File: src/rtl/hht_pkg.sv
// Shared definitions for the HHT column write-back buffer: default widths,
// FIFO depth and the controller state encoding.
package hht_pkg;

  localparam int HHT_DW    = 32;
  localparam int HHT_AW    = 32;
  localparam int HHT_DEPTH = 8;

  // Write-back controller states.
  typedef enum logic [1:0] {
    ST_IDLE  = 2'd0,
    ST_RUN   = 2'd1,
    ST_DRAIN = 2'd2,
    ST_DONE  = 2'd3
  } hht_state_e;

endpackage

File: src/rtl/hht_fifo.sv
// Synchronous FIFO with a show-ahead head word. The caller may request push
// and pop freely; a push while full and a pop while empty are ignored.
// DEPTH must be a power of two so the pointers wrap naturally.
module hht_fifo #(
  parameter int DW    = 32,
  parameter int DEPTH = 8
) (
  input  logic          i_clk,
  input  logic          i_rst,
  input  logic          i_push,
  input  logic [DW-1:0] i_data,
  input  logic          i_pop,
  output logic [DW-1:0] o_head,
  output logic          o_full,
  output logic          o_empty
);

  localparam int PW = $clog2(DEPTH);

  logic [DW-1:0] r_mem [DEPTH];
  logic [PW-1:0] r_wr_ptr;
  logic [PW-1:0] r_rd_ptr;
  logic [PW:0]   r_count;

  logic w_do_push;
  logic w_do_pop;

  assign o_full    = (r_count == (PW+1)'(DEPTH));
  assign o_empty   = (r_count == '0);
  assign w_do_push = i_push && !o_full;
  assign w_do_pop  = i_pop && !o_empty;
  assign o_head    = r_mem[r_rd_ptr];

  // Storage array: write the tail on an accepted push (not reset, contents
  // are only visible once counted as occupied).
  always_ff @(posedge i_clk) begin
    if (w_do_push) begin
      r_mem[r_wr_ptr] <= i_data;
    end
  end

  // Pointers and occupancy; simultaneous push and pop keep the count.
  always_ff @(posedge i_clk or posedge i_rst) begin
    if (i_rst) begin
      r_wr_ptr <= '0;
      r_rd_ptr <= '0;
      r_count  <= '0;
    end else begin
      if (w_do_push) begin
        r_wr_ptr <= r_wr_ptr + PW'(1);
      end
      if (w_do_pop) begin
        r_rd_ptr <= r_rd_ptr + PW'(1);
      end
      case ({w_do_push, w_do_pop})
        2'b10:   r_count <= r_count + (PW+1)'(1);
        2'b01:   r_count <= r_count - (PW+1)'(1);
        default: r_count <= r_count;
      endcase
    end
  end

endmodule

File: src/rtl/hht_wb_buffer.sv
// Column write-back buffer for the HHT datapath. Updated column elements
// are accepted into a FIFO and written to memory at consecutive addresses
// starting from the latched column base.
//
// Handshakes: an element transfers on a rising edge where in_valid and
// in_ready are both high; a memory write transfers on a rising edge where
// WR and mem_gnt are both high. While WR is high and mem_gnt is low, WR,
// addr and dataOut hold their values until the grant arrives.
module hht_wb_buffer
  import hht_pkg::*;
#(
  parameter int DW    = HHT_DW,
  parameter int AW    = HHT_AW,
  parameter int DEPTH = HHT_DEPTH
) (
  input  logic          Clk,
  input  logic          Rst,
  input  logic          start,
  input  logic [AW-1:0] wdata_col_base,
  input  logic [31:0]   csize,
  input  logic          in_valid,
  input  logic [DW-1:0] in_data,
  output logic          in_ready,
  input  logic          mem_gnt,
  output logic          WR,
  output logic [AW-1:0] addr,
  output logic [DW-1:0] dataOut,
  output logic          full,
  output logic          empty,
  output logic [31:0]   wr_count,
  output logic          done,
  output hht_state_e    o_state
);

  hht_state_e    r_state;
  hht_state_e    w_state_nxt;
  logic [AW-1:0] r_base;
  logic [31:0]   r_csize;
  logic [31:0]   r_accepted;
  logic [31:0]   r_wr_count;

  logic          w_start_ok;
  logic          w_push;
  logic          w_pop;
  logic [31:0]   w_acc_inc;
  logic [31:0]   w_wr_inc;
  logic [DW-1:0] w_head;
  logic          w_full;
  logic          w_empty;

  assign w_start_ok = (r_state == ST_IDLE) && start;
  assign w_acc_inc  = r_accepted + 32'd1;
  assign w_wr_inc   = r_wr_count + 32'd1;

  assign in_ready = (r_state == ST_RUN) && !w_full && (r_accepted < r_csize);
  assign w_push   = in_valid && in_ready;

  // Writes come only from the FIFO head, so a pushed word is visible one
  // cycle after acceptance at the earliest.
  assign WR      = !w_empty && ((r_state == ST_RUN) || (r_state == ST_DRAIN));
  assign w_pop   = WR && mem_gnt;
  assign addr    = r_base + AW'(r_wr_count);
  assign dataOut = WR ? w_head : '0;

  assign full     = w_full;
  assign empty    = w_empty;
  assign wr_count = r_wr_count;
  assign done     = (r_state == ST_DONE);
  assign o_state  = r_state;

  hht_fifo #(
    .DW    (DW),
    .DEPTH (DEPTH)
  ) u_fifo (
    .i_clk   (Clk),
    .i_rst   (Rst),
    .i_push  (w_push),
    .i_data  (in_data),
    .i_pop   (w_pop),
    .o_head  (w_head),
    .o_full  (w_full),
    .o_empty (w_empty)
  );

  // State register.
  always_ff @(posedge Clk or posedge Rst) begin
    if (Rst) begin
      r_state <= ST_IDLE;
    end else begin
      r_state <= w_state_nxt;
    end
  end

  // Next-state: RUN ends on the edge that accepts the last element, DRAIN
  // ends on the edge that writes the last word.
  always_comb begin
    w_state_nxt = r_state;
    case (r_state)
      ST_IDLE: begin
        if (start) begin
          w_state_nxt = (csize == 32'd0) ? ST_DONE : ST_RUN;
        end
      end
      ST_RUN: begin
        if (w_push && (w_acc_inc == r_csize)) begin
          w_state_nxt = ST_DRAIN;
        end
      end
      ST_DRAIN: begin
        if ((r_wr_count == r_csize) || (w_pop && (w_wr_inc == r_csize))) begin
          w_state_nxt = ST_DONE;
        end
      end
      ST_DONE: begin
        w_state_nxt = ST_IDLE;
      end
      default: begin
        w_state_nxt = ST_IDLE;
      end
    endcase
  end

  // Transfer parameters and progress counters; start clears both counters.
  always_ff @(posedge Clk or posedge Rst) begin
    if (Rst) begin
      r_base     <= '0;
      r_csize    <= '0;
      r_accepted <= '0;
      r_wr_count <= '0;
    end else if (w_start_ok) begin
      r_base     <= wdata_col_base;
      r_csize    <= csize;
      r_accepted <= '0;
      r_wr_count <= '0;
    end else begin
      if (w_push) begin
        r_accepted <= w_acc_inc;
      end
      if (w_pop) begin
        r_wr_count <= w_wr_inc;
      end
    end
  end

endmodule
File: config.mk
export PLATFORM = sky130hd
export DESIGN_NAME = hht_wb_buffer
export DESIGN_NICKNAME = d
export VERILOG_FILES = /design/src/rtl/hht_pkg.sv /design/src/rtl/hht_fifo.sv /design/src/rtl/hht_wb_buffer.sv
export SDC_FILE = /design/constraint.sdc
export NUM_CORES = 1
export LEC_CHECK = 0
export CAP_MARGIN = 20
export CORE_UTILIZATION = 25
export DETAILED_ROUTE_END_ITERATION = 12
export GPL_ROUTABILITY_DRIVEN = 1
export PLACE_DENSITY = 0.4
export SLEW_MARGIN = 40
export SYNTH_ARGS = -nofsm -noshare
export SYNTH_HDL_FRONTEND = slang
export SYNTH_SLANG_ARGS = --single-unit
File: constraint.sdc
create_clock -name Clk -period 8.07 [get_ports Clk]
set_input_delay 1.2105 -clock Clk [delete_from_list [all_inputs] [get_ports Clk]]
set_output_delay 1.2105 -clock Clk [all_outputs]
set_load 0.02 [all_outputs]
==> reports/metrics.csv <==
stage;metric;value;unit
outcome;status;finished clean;
clocking;clock input transition at the sequential cells of the worst setup and hold paths;60;ps
detailed_routing;final routed DRC violation total;0;
detailed_routing;average wire per standard cell;20.2;um
logic_synthesis;post-synthesis compound-gate area fraction;0.0705;
min_path;Min-Delay Endpoint;u_fifo.r_count[3];
clocking;Clock Tree Root;clkbuf_16;
detailed_routing;First-pass DRT Iterations;4;
worst_setup_path;crit path max-delay cell type;clkdlybuf4s50_1;
sta;worst relative slew slack;0.468;
layout;fraction of final layout cells with drive strength greater than 1;0.123;
sta;setup-violating endpoint count in the final report;0;
layout;area growth from synthesis to layout;24.4;%
sta;clk_skew;30.7;ps
global_route;via count of the first global-routing pass;14430;
power_and_ir_drop;maximum vdd drop;0.000154;V
sta;period utilization;0.785;
floorplanning;core footprint;79400;um2
detailed_routing;DR iter-0 viols;643;
min_path;worst hold path cell count;1;
clocking;Num CTS Buffers;49;
layout;utilization of the core after routing;0.316;
clocking;clk sinks;396;
logic_synthesis;Syn Inst Count;1612;
clocking;post-cts resize count;0;
worst_setup_path;family of cells with the greatest summed delay on the critical path;compound AO/OA/AOI/OAI gates;
detailed_routing;DRT Wirelength;58600;um
detailed_routing;count of antenna-violating nets left after detailed routing;0;
sta;final hold violations;0;
global_route;antenna violations before repair;3;
logic_synthesis;sequential area share after synthesis;0.555;
sta;clock period minus final worst setup slack;6340;ps
logic_synthesis;number of synthesized flops with an enable pin;256;
worst_setup_path;Data required, critical path;6860;ps
logic_synthesis;share of the synthesized netlist area taken by xor and xnor gates;0.0734;
clocking;clock latency on the worst-skew pair;600;ps
global_route;largest net degree at the start of global routing;83;
sta;post-route setup TNS;0;ps
place;detailed placer's ending HPWL;39800;um
layout;antenna cell count;0;
global_route;total global routing track utilization;0.143;
worst_setup_path;register-to-register setup slack;3750;ps
clocking;H-tree depth reported by CTS;2;
floorplanning;Die W;286;um
worst_setup_path;crit path max fanout;7;
logic_synthesis;combinational family with the most area after synthesis;simple AND/OR/NAND/NOR gates;
min_path;startpoint of the most critical hold path;u_fifo.r_count[3];
layout;number of nets at the end of the flow;1995;
worst_setup_path;r2r worst-path depth;10;
logic_synthesis;mux contribution to synthesized area;0.109;
logic_synthesis;fraction of registers with async set or reset after synthesis;0.354;
sta;highest clock rate;0.158;GHz
floorplanning;Die Ht;286;um
logic_synthesis;flops & latches, synth;396;
worst_setup_path;R2R Path Start;wr_count[2];
clocking;maximum root-to-sink buffer count;3;
worst_setup_path;crit path DAT;5130;ps
worst_setup_path;capturing point of the worst reg2reg path;o_state[1];
place;number of buffer cells added on primary ports;203;
logic_synthesis;Post-Syn Nets;1790;
logic_synthesis;post-synth cell types;73;
layout;total of fill cells in the finished design;8077;
power_and_ir_drop;Lkg Pwr;9.04;nW
worst_setup_path;Critical Path, Cell by Cell;ha_1 -> inv_1 -> fa_1 -> nor2b_1 -> o21ai_0 -> a21boi_0 -> a21oi_1 -> o21ai_0 -> a31oi_1 -> buf_4 -> o31ai_1 -> o41a_1 -> a21oi_1 -> xnor2_1 -> clkdlybuf4s50_1;
place;dpl ws;2340;ps
clocking;clock tree from TritonCTS;yes;
global_route;global-route wire length before repair;88600;um
sta;number of slew-limit violations in the final report;0;
logic_synthesis;Post-Syn Area;20200;um2
detailed_routing;post-DR vias/cell;4.64;
sta;worst-case setup margin in the final layout;1730;ps
global_route;global-route congestion overflow total;0;
worst_setup_path;startpoint class of the critical path;flip-flop;
logic_synthesis;basic-gate share of the synthesized area counting and, or, nand and nor cells;0.117;
logic_synthesis;Main synth FF type;edfxtp_1;
detailed_routing;total number of vias;13491;
layout;highest-count cells in the layout ignoring fill and taps;256 x edfxtp_1, 203 x clkdlybuf4s50_1, 137 x dfrtp_1;
worst_setup_path;WP buf/inv;3;
floorplanning;initial standard-cell utilization of the core;0.254;
clocking;CTS Hold Buffers Added;0;
layout;most frequent standard cell in the layout excluding fill and tap cells;edfxtp_1;
clocking;post-CTS setup buffer count;0;
worst_setup_path;slowest cell delay on critical path;620;ps
logic_synthesis;fraction of the mapped netlist area in adder cells;0.0485;
floorplanning;row count;103;
sta;unrepaired setup endpoints after global routing;no;
place;cell count after placement;2816;
logic_synthesis;number of warnings reported in the yosys synthesis log;0;
sta;slew at the pin closest to its max-slew limit;791;ps
power_and_ir_drop;areal power density over the cells;331;nW/um2
floorplanning;I/O pin count;204;
worst_setup_path;critical path start-end classification;flip-flop to output port;
worst_setup_path;Worst Setup End Kind;output port;
job;Max-cap violations;0;
sta;smallest hold slack;500;ps
logic_synthesis;Synth Area per Inst;12.5;um2
place;placer congestion estimate;0.828;
min_path;worst hold path type;flip-flop to flip-flop;
layout;number of cells in the finished layout apart from fillers;2906;
floorplanning;Die ar.;81800;um2
## through the flow
| stage | cell area [um2] | power (mW) |
|---|---|---|
| after floorplan | 20200 | 4.89 |
| after global placement | 23500 | 6.24 |
| after detailed placement | 23500 | 6.27 |
| after CTS | 25100 | 8.50 |
| after global routing | 25100 | 8.85 |
| final | 25100 | 8.30 |
## routing by layer
layer | GRT usage | routed length [um]
met1 | 0.167 | 24300
met5 | 0 | 37
met2 | 0.256 | 29400
met3 | 0.0264 | 2540
met4 | 0.0575 | 2280
## synthesized netlist by cell type (4+ instances only)
cell type / number / area share
edfxtp_1: 256 / 0.38
dfrtp_1: 140 / 0.17
xnor2_1: 118 / 0.051
nor2_1: 116 / 0.022
nand2_1: 104 / 0.019
o21ai_0: 85 / 0.021
ha_1: 75 / 0.047
a21oi_1: 68 / 0.017
mux4_2: 64 / 0.072
inv_1: 61 / 0.011
clkbuf_1: 51 / 0.0095
xor2_1: 49 / 0.021
nand3_1: 44 / 0.011
mux2i_1: 38 / 0.019
mux2_2: 33 / 0.018
nand4_1: 33 / 0.010
nor3_1: 30 / 0.0074
nor4_1: 27 / 0.0084
or3_1: 24 / 0.0074
a21o_1: 17 / 0.0063
and3_1: 16 / 0.0050
buf_1: 14 / 0.0026
nor2b_1: 13 / 0.0040
and4_1: 11 / 0.0048
nand2b_1: 9 / 0.0028
a211oi_1: 8 / 0.0030
a31oi_1: 8 / 0.0025
and2_1: 7 / 0.0022
buf_2: 7 / 0.0017
nor4b_1: 7 / 0.0030
o21bai_1: 6 / 0.0022
o31ai_1: 6 / 0.0022
o41ai_1: 5 / 0.0022
nor3b_1: 4 / 0.0015
or4_1: 4 / 0.0015
## layout make-up
cell class / instances / area, um2 / share of cell area
well taps: 1050 / 1310 / 0.0524
flip-flops and latches: 396 / 11200 / 0.447
repair buffers: 227 / 2230 / 0.0890
inverters: 62 / 240 / 0.00958
clock inverters: 30 / 302 / 0.0120
multi-input cells: 1081 / 8500 / 0.339
clock buffers: 60 / 1290 / 0.0513
## flip-flops by register name (all words and copies together) (netlist names)
signal / cells
u_fifo.r_mem: 256
r_accepted: 32
r_base: 32
r_csize: 32
wr_count: 32
u_fifo.r_count: 4
u_fifo.r_rd_ptr: 3
u_fifo.r_wr_ptr: 3
o_state: 2
## kinds of logic after synthesis
kind of cell    Yosys count
simple gates            465
flops                   396
compound gates          235
xor+xnor                168
mux                     136
buf+inv                 135
fa+ha+maj                77
## how the worst max path moves through the flow
stage	from	end	cells after the start
floorplan	r_csize[16]	u_fifo.r_mem[4][0]	13
global placement	wr_count[0]	addr[30]	15
detailed placement	wr_count[0]	addr[30]	15
CTS	wr_count[0]	addr[30]	15
global route	wr_count[0]	addr[30]	15
finish	wr_count[0]	addr[30]	15
## power breakdown
group	leakage (nW)	internal, mW	switching, mW
logic	4.15	1.51	1.86
clock network	0.782	1.27	0.899
registers	4.11	2.48	0.285
No activity file was read; power rests on OpenSTA's default activity.
